--- src/rtl/neg_mac_pkg.sv ---
// neg_mac_pkg: shared types, limits and helpers for the pipelined signed MAC.
// NEG_MAC_SAT_EN (consumed in neg_mac_acc) selects saturating accumulation.
package neg_mac_pkg;

  localparam int PIPE_MIN = 2;
  localparam int PIPE_MAX = 8;
  localparam int SAT_W    = 128;

  typedef struct packed {
    logic neg;
    logic acc_en;
  } ctl_t;

  function automatic bit cfg_ok(
    input int pipe,
    input int accw,
    input int mw
  );
    return (pipe >= PIPE_MIN) && (pipe <= PIPE_MAX) &&
           (accw >= mw) && (accw < SAT_W);
  endfunction

  // Operands arrive sign-extended to SAT_W, so the wide sum is exact;
  // overflow means it no longer fits a signed width-bit value.
  function automatic logic [SAT_W:0] sat_add(
    input logic signed [SAT_W-1:0] a,
    input logic signed [SAT_W-1:0] b,
    input int                      width
  );
    logic signed [SAT_W-1:0] s;
    logic                    o;
    s = a + b;
    o = 1'b0;
    for (int i = 0; i < SAT_W; i++) begin
      if (i >= width && s[i] != s[width-1]) o = 1'b1;
    end
    return {s, o};
  endfunction

endpackage

--- src/rtl/neg_mac_pipe_if.sv ---
// neg_mac_pipe_if: input beat and output beat handshakes of the MAC.
// master = beat producer / result consumer, slave = the MAC itself.
interface neg_mac_pipe_if #(
  parameter int AW   = 27,
  parameter int BW   = 24,
  parameter int ACCW = 58
);

  localparam int MW = AW + BW;

  logic                   in_valid;
  logic                   in_ready;
  logic signed [AW-1:0]   ain;
  logic signed [BW-1:0]   bin;
  logic                   neg;
  logic                   acc_en;
  logic                   out_valid;
  logic                   out_ready;
  logic signed [MW-1:0]   prod;
  logic signed [ACCW-1:0] acc;
  logic                   ovf;

  modport master (
    output in_valid, ain, bin, neg, acc_en, out_ready,
    input  in_ready, out_valid, prod, acc, ovf
  );

  modport slave (
    input  in_valid, ain, bin, neg, acc_en, out_ready,
    output in_ready, out_valid, prod, acc, ovf
  );

endinterface

--- src/rtl/neg_mac_acc.sv ---
// neg_mac_acc: final accumulate/output stage with sticky overflow.
// Saturates under NEG_MAC_SAT_EN, otherwise wraps two's-complement.
module neg_mac_acc
  import neg_mac_pkg::*;
#(
  parameter int MW   = 51,
  parameter int ACCW = 58
) (
  input  logic                   clk,
  input  logic                   rst_n,
  input  logic                   clr_i,
  input  logic                   adv_i,
  input  logic                   valid_i,
  input  logic signed [MW-1:0]   prod_i,
  input  ctl_t                   ctl_i,
  output logic                   valid_o,
  output logic signed [MW-1:0]   prod_o,
  output logic signed [ACCW-1:0] acc_o,
  output logic                   ovf_o
);

  logic                   valid_q;
  logic signed [MW-1:0]   prod_q;
  logic signed [ACCW-1:0] acc_q;
  logic                   ovf_q;

  logic signed [ACCW-1:0] base;
  logic [SAT_W:0]         sum_r;
  logic signed [ACCW-1:0] acc_d;
  logic                   hit;
  logic                   unused_bits;

  assign unused_bits = ^{sum_r[SAT_W:ACCW+1], ctl_i.neg};

  always_comb begin
    base  = ctl_i.acc_en ? acc_q : '0;
    sum_r = sat_add(SAT_W'(base), SAT_W'(prod_i), ACCW);
    hit   = sum_r[0];
    acc_d = sum_r[ACCW:1];
`ifdef NEG_MAC_SAT_EN
    // Sign of the exact wide sum picks the rail.
    if (hit) begin
      acc_d = sum_r[SAT_W] ? {1'b1, {(ACCW-1){1'b0}}}
                           : {1'b0, {(ACCW-1){1'b1}}};
    end
`endif
  end

  always_ff @(posedge clk or negedge rst_n) begin
    if (!rst_n) begin
      valid_q <= 1'b0;
      prod_q  <= '0;
      acc_q   <= '0;
      ovf_q   <= 1'b0;
    end else if (clr_i) begin
      valid_q <= 1'b0;
      acc_q   <= '0;
      ovf_q   <= 1'b0;
    end else if (adv_i) begin
      valid_q <= valid_i;
      if (valid_i) begin
        prod_q <= prod_i;
        acc_q  <= acc_d;
        ovf_q  <= ovf_q | hit;
      end
    end
  end

  assign valid_o = valid_q;
  assign prod_o  = prod_q;
  assign acc_o   = acc_q;
  assign ovf_o   = ovf_q;

endmodule

--- src/rtl/neg_mac_pipe.sv ---
// neg_mac_pipe: pipelined signed multiply-accumulate with per-beat negate.
// Build option NEG_MAC_SAT_EN: saturating accumulator (see neg_mac_acc).
module neg_mac_pipe
  import neg_mac_pkg::*;
#(
  parameter int AW   = 27,
  parameter int BW   = 24,
  parameter int ACCW = 58,
  parameter int PIPE = 3
) (
  input  logic           clk,
  input  logic           rst_n,
  input  logic           clr,
  neg_mac_pipe_if.slave  bus
);

  localparam int MW   = AW + BW;
  localparam int MSTG = PIPE - 2;

  if (!cfg_ok(PIPE, ACCW, MW)) begin : g_bad_cfg
    $error("neg_mac_pipe: PIPE or ACCW out of range");
  end

  logic adv;
  logic take;

  logic                 out_valid;
  logic signed [MW-1:0] out_prod;

  // One global enable: the whole pipe moves or the whole pipe holds.
  assign adv          = !out_valid || bus.out_ready;
  assign bus.in_ready = adv && !clr && rst_n;
  assign take         = bus.in_valid && bus.in_ready;

  logic                 v1_q;
  logic signed [AW-1:0] a1_q;
  logic signed [BW-1:0] b1_q;
  ctl_t                 c1_q;

  always_ff @(posedge clk or negedge rst_n) begin
    if (!rst_n) begin
      v1_q <= 1'b0;
      a1_q <= '0;
      b1_q <= '0;
      c1_q <= '0;
    end else if (clr) begin
      v1_q <= 1'b0;
    end else if (adv) begin
      v1_q <= take;
      if (take) begin
        a1_q <= bus.ain;
        b1_q <= bus.bin;
        c1_q <= '{neg: bus.neg, acc_en: bus.acc_en};
      end
    end
  end

  logic signed [MW-1:0] ax;
  logic signed [MW-1:0] bx;
  logic signed [MW-1:0] mul;
  logic signed [MW-1:0] p1;

  assign ax  = MW'(a1_q);
  assign bx  = MW'(b1_q);
  assign mul = ax * bx;
  assign p1  = c1_q.neg ? -mul : mul;

  logic                 vm;
  logic signed [MW-1:0] pm;
  ctl_t                 cm;

  if (MSTG == 0) begin : g_fold
    assign vm = v1_q;
    assign pm = p1;
    assign cm = c1_q;
  end else begin : g_mul
    logic [MSTG-1:0]      v_q;
    logic signed [MW-1:0] p_q [MSTG];
    ctl_t                 c_q [MSTG];

    always_ff @(posedge clk or negedge rst_n) begin
      if (!rst_n) begin
        v_q <= '0;
        for (int i = 0; i < MSTG; i++) begin
          p_q[i] <= '0;
          c_q[i] <= '0;
        end
      end else if (clr) begin
        v_q <= '0;
      end else if (adv) begin
        v_q[0] <= v1_q;
        p_q[0] <= p1;
        c_q[0] <= c1_q;
        for (int i = 1; i < MSTG; i++) begin
          v_q[i] <= v_q[i-1];
          p_q[i] <= p_q[i-1];
          c_q[i] <= c_q[i-1];
        end
      end
    end

    assign vm = v_q[MSTG-1];
    assign pm = p_q[MSTG-1];
    assign cm = c_q[MSTG-1];
  end

  logic signed [ACCW-1:0] out_acc;
  logic                   out_ovf;

  neg_mac_acc #(
    .MW   (MW),
    .ACCW (ACCW)
  ) u_acc (
    .clk     (clk),
    .rst_n   (rst_n),
    .clr_i   (clr),
    .adv_i   (adv),
    .valid_i (vm),
    .prod_i  (pm),
    .ctl_i   (cm),
    .valid_o (out_valid),
    .prod_o  (out_prod),
    .acc_o   (out_acc),
    .ovf_o   (out_ovf)
  );

  assign bus.out_valid = out_valid;
  assign bus.prod      = out_prod;
  assign bus.acc       = out_acc;
  assign bus.ovf       = out_ovf;

endmodule
--- src/flat_wrapper.sv ---
// flat-port wrapper written by rule: the top's interface ports become plain ports
module neg_mac_pipe_flat import neg_mac_pkg::*;
#(
  parameter int AW   = 27,
  parameter int BW   = 24,
  parameter int ACCW = 58,
  parameter int PIPE = 3
)
  (clk, rst_n, clr, bus_in_valid, bus_ain, bus_bin, bus_neg, bus_acc_en, bus_out_ready, bus_in_ready, bus_out_valid, bus_prod, bus_acc, bus_ovf);
  neg_mac_pipe_if #(.AW(AW), .BW(BW), .ACCW(ACCW)) bus_i ();
  input  logic clk;
  input  logic rst_n;
  input  logic clr;
  input wire logic [$bits(bus_i.in_valid)-1:0] bus_in_valid;
  input wire logic [$bits(bus_i.ain)-1:0] bus_ain;
  input wire logic [$bits(bus_i.bin)-1:0] bus_bin;
  input wire logic [$bits(bus_i.neg)-1:0] bus_neg;
  input wire logic [$bits(bus_i.acc_en)-1:0] bus_acc_en;
  input wire logic [$bits(bus_i.out_ready)-1:0] bus_out_ready;
  output wire logic [$bits(bus_i.in_ready)-1:0] bus_in_ready;
  output wire logic [$bits(bus_i.out_valid)-1:0] bus_out_valid;
  output wire logic [$bits(bus_i.prod)-1:0] bus_prod;
  output wire logic [$bits(bus_i.acc)-1:0] bus_acc;
  output wire logic [$bits(bus_i.ovf)-1:0] bus_ovf;
  assign bus_i.in_valid = bus_in_valid;
  assign bus_i.ain = bus_ain;
  assign bus_i.bin = bus_bin;
  assign bus_i.neg = bus_neg;
  assign bus_i.acc_en = bus_acc_en;
  assign bus_i.out_ready = bus_out_ready;
  assign bus_in_ready = bus_i.in_ready;
  assign bus_out_valid = bus_i.out_valid;
  assign bus_prod = bus_i.prod;
  assign bus_acc = bus_i.acc;
  assign bus_ovf = bus_i.ovf;
  neg_mac_pipe #(.AW(AW), .BW(BW), .ACCW(ACCW), .PIPE(PIPE)) u_core (.clk(clk), .rst_n(rst_n), .clr(clr), .bus(bus_i));
endmodule
--- config.mk ---
export PLATFORM = sky130hd
export DESIGN_NAME = neg_mac_pipe_flat
export DESIGN_NICKNAME = d
export VERILOG_FILES = /design/src/rtl/neg_mac_pkg.sv /design/src/rtl/neg_mac_pipe_if.sv /design/src/rtl/neg_mac_acc.sv /design/src/rtl/neg_mac_pipe.sv /design/src/flat_wrapper.sv
export SDC_FILE = /design/constraint.sdc
export NUM_CORES = 2
export LEC_CHECK = 0
export ABC_AREA = 1
export BUFFER_PORTS_ARGS = -buffer_cell sky130_fd_sc_hd__buf_2
export CAP_MARGIN = 0
export CORE_UTILIZATION = 60
export CTS_CLUSTER_SIZE = 8
export DETAILED_ROUTE_END_ITERATION = 10
export GPL_TIMING_DRIVEN = 0
export PLACE_DENSITY = 0.86
export SETUP_SLACK_MARGIN = 0.15
export SLEW_MARGIN = 40
export SYNTH_ARGS = -nofsm -noshare
export SYNTH_HDL_FRONTEND = slang
export SYNTH_SLANG_ARGS = --single-unit
--- constraint.sdc ---
create_clock -name clk -period 11.7 [get_ports clk]
set_clock_uncertainty 0.2 [all_clocks]
set_input_delay 0 -clock clk [delete_from_list [all_inputs] [get_ports clk]]
set_output_delay 0 -clock clk [all_outputs]
set_load 0.01 [all_outputs]
Word-level counts from Yosys, hierarchy flattened
Index checks and enable logic that the tools add are counted.
Storage, ports and cells
  logic and storage cells: 183
  flip-flop bits (word level): 218
Operators by class
  bitwise logic cells: 2
  multipliers: 1
  reductions and logical operators: 12
  eq/ne operators: 70
  muxes and demuxes: 84
  $add $sub $neg: 2
Operators with widths (count)
  58-bit 2-to-1 mux: 4
  1-bit 2-to-1 mux: 79
  1-bit inequality test: 70
  58-bit by 51-bit adder with 59-bit output: 1
  27-bit by 24-bit multiplier with 51-bit output: 1
  51-bit 2-to-1 mux: 1
  51-bit negator: 1
  3-bit AND reduction: 2
  2-bit AND reduction: 2
  2-bit nonzero test: 2
  1-bit logical AND: 3
  1-bit zero test: 2
  1-bit logical OR: 1
  1-bit inverter: 1
  1-bit bitwise OR: 1

Longest topological paths before layout
  word-level depth: 77
  gate-level depth with buffers: 41
  mapped depth without buffers: 39

Cells and area by module
Synthesis repeated with hierarchy kept, for this count alone.
Unflattened totals
  cells, all modules: 5661
  area, all modules: 40520.1 um^2
By module, submodules not included
  neg_mac_pipe: times used 1, cells each 4036, area an instance 30920.9 um^2
  neg_mac_acc: times used 1, cells each 1625, area an instance 9599.2 um^2

Worst setup path before layout
OpenSTA, ideal clock, no wires.
  kind: flip-flop to flip-flop
  from: register u_core.b1_q[1]
  to: register u_core.g_mul.p_q[49] (netlist name)
  cell stages (with the launch flop): 36
  slack: 4.347 ns
  data required time: 11.383 ns
  period minus slack after synthesis: 7.353 ns
  arrival time: 7.036 ns
  path through: dfrtp_1 clkbuf_1 clkbuf_1 nand2_1 inv_1 fa_1 fa_1 inv_1 fa_1 inv_1 fa_1 inv_1 fa_1 inv_1 fa_1 fa_1 ha_1 nand2_1 nor2_1 inv_1 nor3_1 nand3_1 nand3_1 nand2_1 nand2_1 nand2_1 nor2_1 nand2_1 nor2_1 nand3_1 nand2_1 nand2_1 nand2_1 nand2_1 nand2_1 nand2_1
On the way
  cells in the longest elaborated chain, start to end: 3
Ends and longest elaborated chain
  from (decl): RTL line neg_mac_pipe.sv:37  | logic signed [BW-1:0] b1_q;
  from (signal assigned): RTL line neg_mac_pipe.sv:52  | b1_q <= bus.bin;
  27-bit by 24-bit multiplier with 51-bit output (*): RTL line neg_mac_pipe.sv:65  | assign mul = ax * bx;
  51-bit negator: RTL line neg_mac_pipe.sv:66  | assign p1 = c1_q.neg ? -mul : mul;
  51-bit 2-to-1 mux (*): RTL line neg_mac_pipe.sv:66
  to (signal, indexed assignment): RTL line neg_mac_pipe.sv:96  | p_q[i] <= p_q[i-1];
  to (decl): RTL line neg_mac_pipe.sv:78  | logic signed [MW-1:0] p_q [MSTG];
Mark *: on every way between the ends. The rest lies on a longest branch, timed or not.
A chain may end at the register's enable or synchronous reset.

Final worst setup path
  from: register u_core.a1_q[26]
  to: register u_core.g_mul.p_q[41] (netlist name)
On the way
  cells in the longest elaborated chain, start to end: 3
Ends and longest elaborated chain
  from (decl): RTL line neg_mac_pipe.sv:36  | logic signed [AW-1:0] a1_q;
  from (signal assigned): RTL line neg_mac_pipe.sv:51  | a1_q <= bus.ain;
  27-bit by 24-bit multiplier with 51-bit output (*): RTL line neg_mac_pipe.sv:65
  51-bit negator: RTL line neg_mac_pipe.sv:66
  51-bit 2-to-1 mux (*): RTL line neg_mac_pipe.sv:66
Marks and branches as above.

==> results.sh <==
export IMPL_vias_per_cell=5.70
export IMPL_crit_buf_inv=5
export IMPL_antenna_found_initial=6
export IMPL_cts_buffer_depth=3
export IMPL_rsz0062_at_grt="no"
export IMPL_dieArea_um2=66300
export IMPL_finalCoreUtilization=0.674
export IMPL_ys_seq_elements=218
export IMPL_maxSlewViolCount=0
export IMPL_grt_max_degree=72
export IMPL_htree_levels=2
export IMPL_final_area_um2=43400
export IMPL_cpLargestDelayFamily="adder cells"
export IMPL_crit_arrival_ns=10.35
export IMPL_drc_errors=0
export IMPL_slew_headroom=0.349
export IMPL_port_buffers=169
export IMPL_cts_tree="done"
export IMPL_rows=93
export IMPL_dpl_cell_count=6351
export IMPL_synth_edf_count=0
export IMPL_cts_clk_slew_worst_paths_ns=0.05
export IMPL_grt_pass1_wl_mm=223
export IMPL_dpl_cell_area_um2=41200
export IMPL_max_freq_mhz=99.2
export IMPL_cp_end_kind="flop"
export IMPL_initial_utilization=0.608
export IMPL_synth_seq_area_share=0.139
export IMPL_hpwl_mm=114
export IMPL_synth_area_top_cells="fa_1 34%, nand2_1 16%, dfrtp_1 14%"
export IMPL_hold_viol_final=0
export IMPL_cts_root_buf="clkbuf_16"
export IMPL_cp_startpoint="u_core.a1_q[26]"
export IMPL_synth_cell_types=45
export IMPL_crit_path_max_fanout=11
export IMPL_fin_cells=6509
export IMPL_outcome="complete, no violations"
export IMPL_setup_tns_ns=0
export IMPL_wl_per_cell_um=22.7
export IMPL_finalSetupViolCount=0
export IMPL_die_w_um=258
export IMPL_clock_latency_ns=0.61
export IMPL_synth_common_cells="1679 x nand2_1, 1359 x inv_1, 674 x fa_1"
export IMPL_numCtsBuffers=35
export IMPL_synth_most_common_cell="nand2_1"
export IMPL_gp_congestion=1.03
export IMPL_async_flop_share=1.00
export IMPL_worst_slew_pin_slew_ns=0.976
export IMPL_ioPinCount=170
export IMPL_grt_usage=0.455
export IMPL_syn_cell_area_um2=39200
export IMPL_synthFlopType="dfrtp_1"
export IMPL_syn_inst=5323
export IMPL_critPathKind="reg2reg"
export IMPL_area_growth_pct=10.8
export IMPL_finalNetCount=6569
export IMPL_worstPathRequired_ns=11.97
export IMPL_period_needed_ns=10.08
export IMPL_r2r_start="u_core.a1_q[26]"
export IMPL_routed_via_count=37069
export IMPL_avgSynthCellArea_um2=7.36
export IMPL_crit_slowest_cell="fa_1"
export IMPL_coreArea_um2=64500
export IMPL_crit_top_cell="nand2_1"
export IMPL_cts_resized=0
export IMPL_clock_sinks=218
export IMPL_dr_pass1_iters=8
export IMPL_hp_class="in2reg"
export IMPL_syn_nets=6254
export IMPL_min_from="bus_ain[9]"
export IMPL_yosysWarnings=0
export IMPL_maxCapViolations=0
export IMPL_start_kind="flop"
export IMPL_cpPeakStageDelay_ns=0.72
export IMPL_post_cts_buffers=0
export IMPL_grt_overflow=0
export IMPL_final_layout_size_suffix_gt1_frac=0.0673
export IMPL_drt_antenna_violating_nets=0
export IMPL_drt_iter0_drc=4298
export IMPL_synth_area_leader_cell="fa_1"
export IMPL_min_period_over_period=0.861
export IMPL_grt_pass1_vias=37772
export IMPL_yosysTopAreaCellShare=0.344
export IMPL_die_h_um=258
export IMPL_drt_wl_total_mm=147
timing repair:
| action | in CTS | in global routing |
|---|---|---|
| endpoints found under the hold margin | 297 | 0 |
| endpoints found under the setup margin | 0 | 0 |
| hold buffers | 103 | 0 |
logic make-up after synthesis:
| family | Yosys count | synth area share |
|---|---|---|
| simple gates | 2174 | 0.221 |
| buf+inv | 1575 | 0.151 |
| fa+ha+maj | 873 | 0.408 |
| compound gates | 370 | 0.0521 |
| flops | 218 | 0.139 |
| xor+xnor | 63 | 0.0141 |
| mux | 50 | 0.0144 |
cell type report:
type | instances | area [um2]
flip-flops and latches | 218 | 5460
multi-input cells | 3530 | 27800
inverters | 1369 | 5140
repair buffers | 278 | 2030
diodes | 7 | 17.5
clock inverters | 7 | 153
plain buffers | 206 | 841
well taps | 855 | 1070
clock buffers | 39 | 901
fillers | 5465 | 21000
registers in the layout, indices dropped and copies added, names as in the netlist:
register	flops
u_core.u_acc.acc_o	58
u_core.u_acc.prod_o	51
u_core.v1_q	1
u_core.a1_q	27
u_core.u_acc.ovf_o	1
u_core.b1_q	24
u_core.g_mul.p_q	51
u_core.cm	1
u_core.c1_q	2
u_core.u_acc.valid_o	1
u_core.g_mul.v_q	1
worst min-delay path, delay by kind of cell:
| family | cells | cell delay, ns |
|---|---|---|
| buffers and inverters | 2 | 0.65 |
| multiplexers | 1 | 0.13 |
cell usage in the layout, fill, tap and decap left out, types with 8 or more instances in the layout:
cell type / netlist / final
nand3b_1: 10 / 10
o31ai_1: 14 / 14
inv_1: 1359 / 1359
ha_1: 199 / 199
nor3_1: 16 / 15
buf_2: 6 / 180
dfrtp_1: 218 / 218
xor2_1: 32 / 32
mux2_2: 50 / 50
buf_1: 37 / 23
nand3_1: 115 / 115
nand2_1: 1679 / 1679
clkbuf_1: 162 / 134
a21oi_1: 136 / 136
nand4_1: 47 / 47
dlygate4sd3_1: 0 / 102
a21o_1: 17 / 17
a31oi_1: 23 / 23
nand2_2: 16 / 16
clkbuf_2: 0 / 39
xnor2_1: 31 / 31
clkbuf_16: 0 / 35
or2_2: 8 / 8
nor2_2: 12 / 13
o21ai_1: 13 / 14
o21bai_1: 9 / 9
o21ai_0: 139 / 138
nor2_1: 252 / 251
fa_1: 674 / 674
stage by stage:
| step | hold slack [ns] | setup slack, ns |
|---|---|---|
| after floorplan | -0.496 | 4.35 |
| after global placement | 0.0311 | 2.11 |
| after detailed placement | -0.281 | 2.10 |
| after CTS | 0.00541 | 2.01 |
| after global routing | 0.0428 | 1.22 |
| final | 0.0164 | 1.62 |
per-layer routing:
metal / global-route usage / part of all wire / wire, um / vias to the layer above
met5: 0.00499 / 0 / 0 / -
met4: 0.252 / 0.069 / 10100 / 0
met3: 0.169 / 0.14 / 20600 / 679
met2: 0.657 / 0.41 / 60900 / 2486
met1: 0.592 / 0.38 / 55900 / 17800
li1: - / - / - / 16104
worst paths after layout:
path	to	slack (ns)	cells past startpoint
hold reg to reg	u_core.u_acc.prod_o[38]	0.26	2
setup reg to reg	u_core.g_mul.p_q[41]	1.62	31
hold / removal	u_core.a1_q[9]	0.02	3
max in group asynchronous	u_core.g_mul.p_q[47]	10.13	5
min in group asynchronous	u_core.g_mul.p_q[15]	0.43	4
setup / recovery	u_core.g_mul.p_q[41]	1.62	31
Power is not shown: default switching activity piles up to over one toggle a cycle in this logic, so the estimate is an artifact.
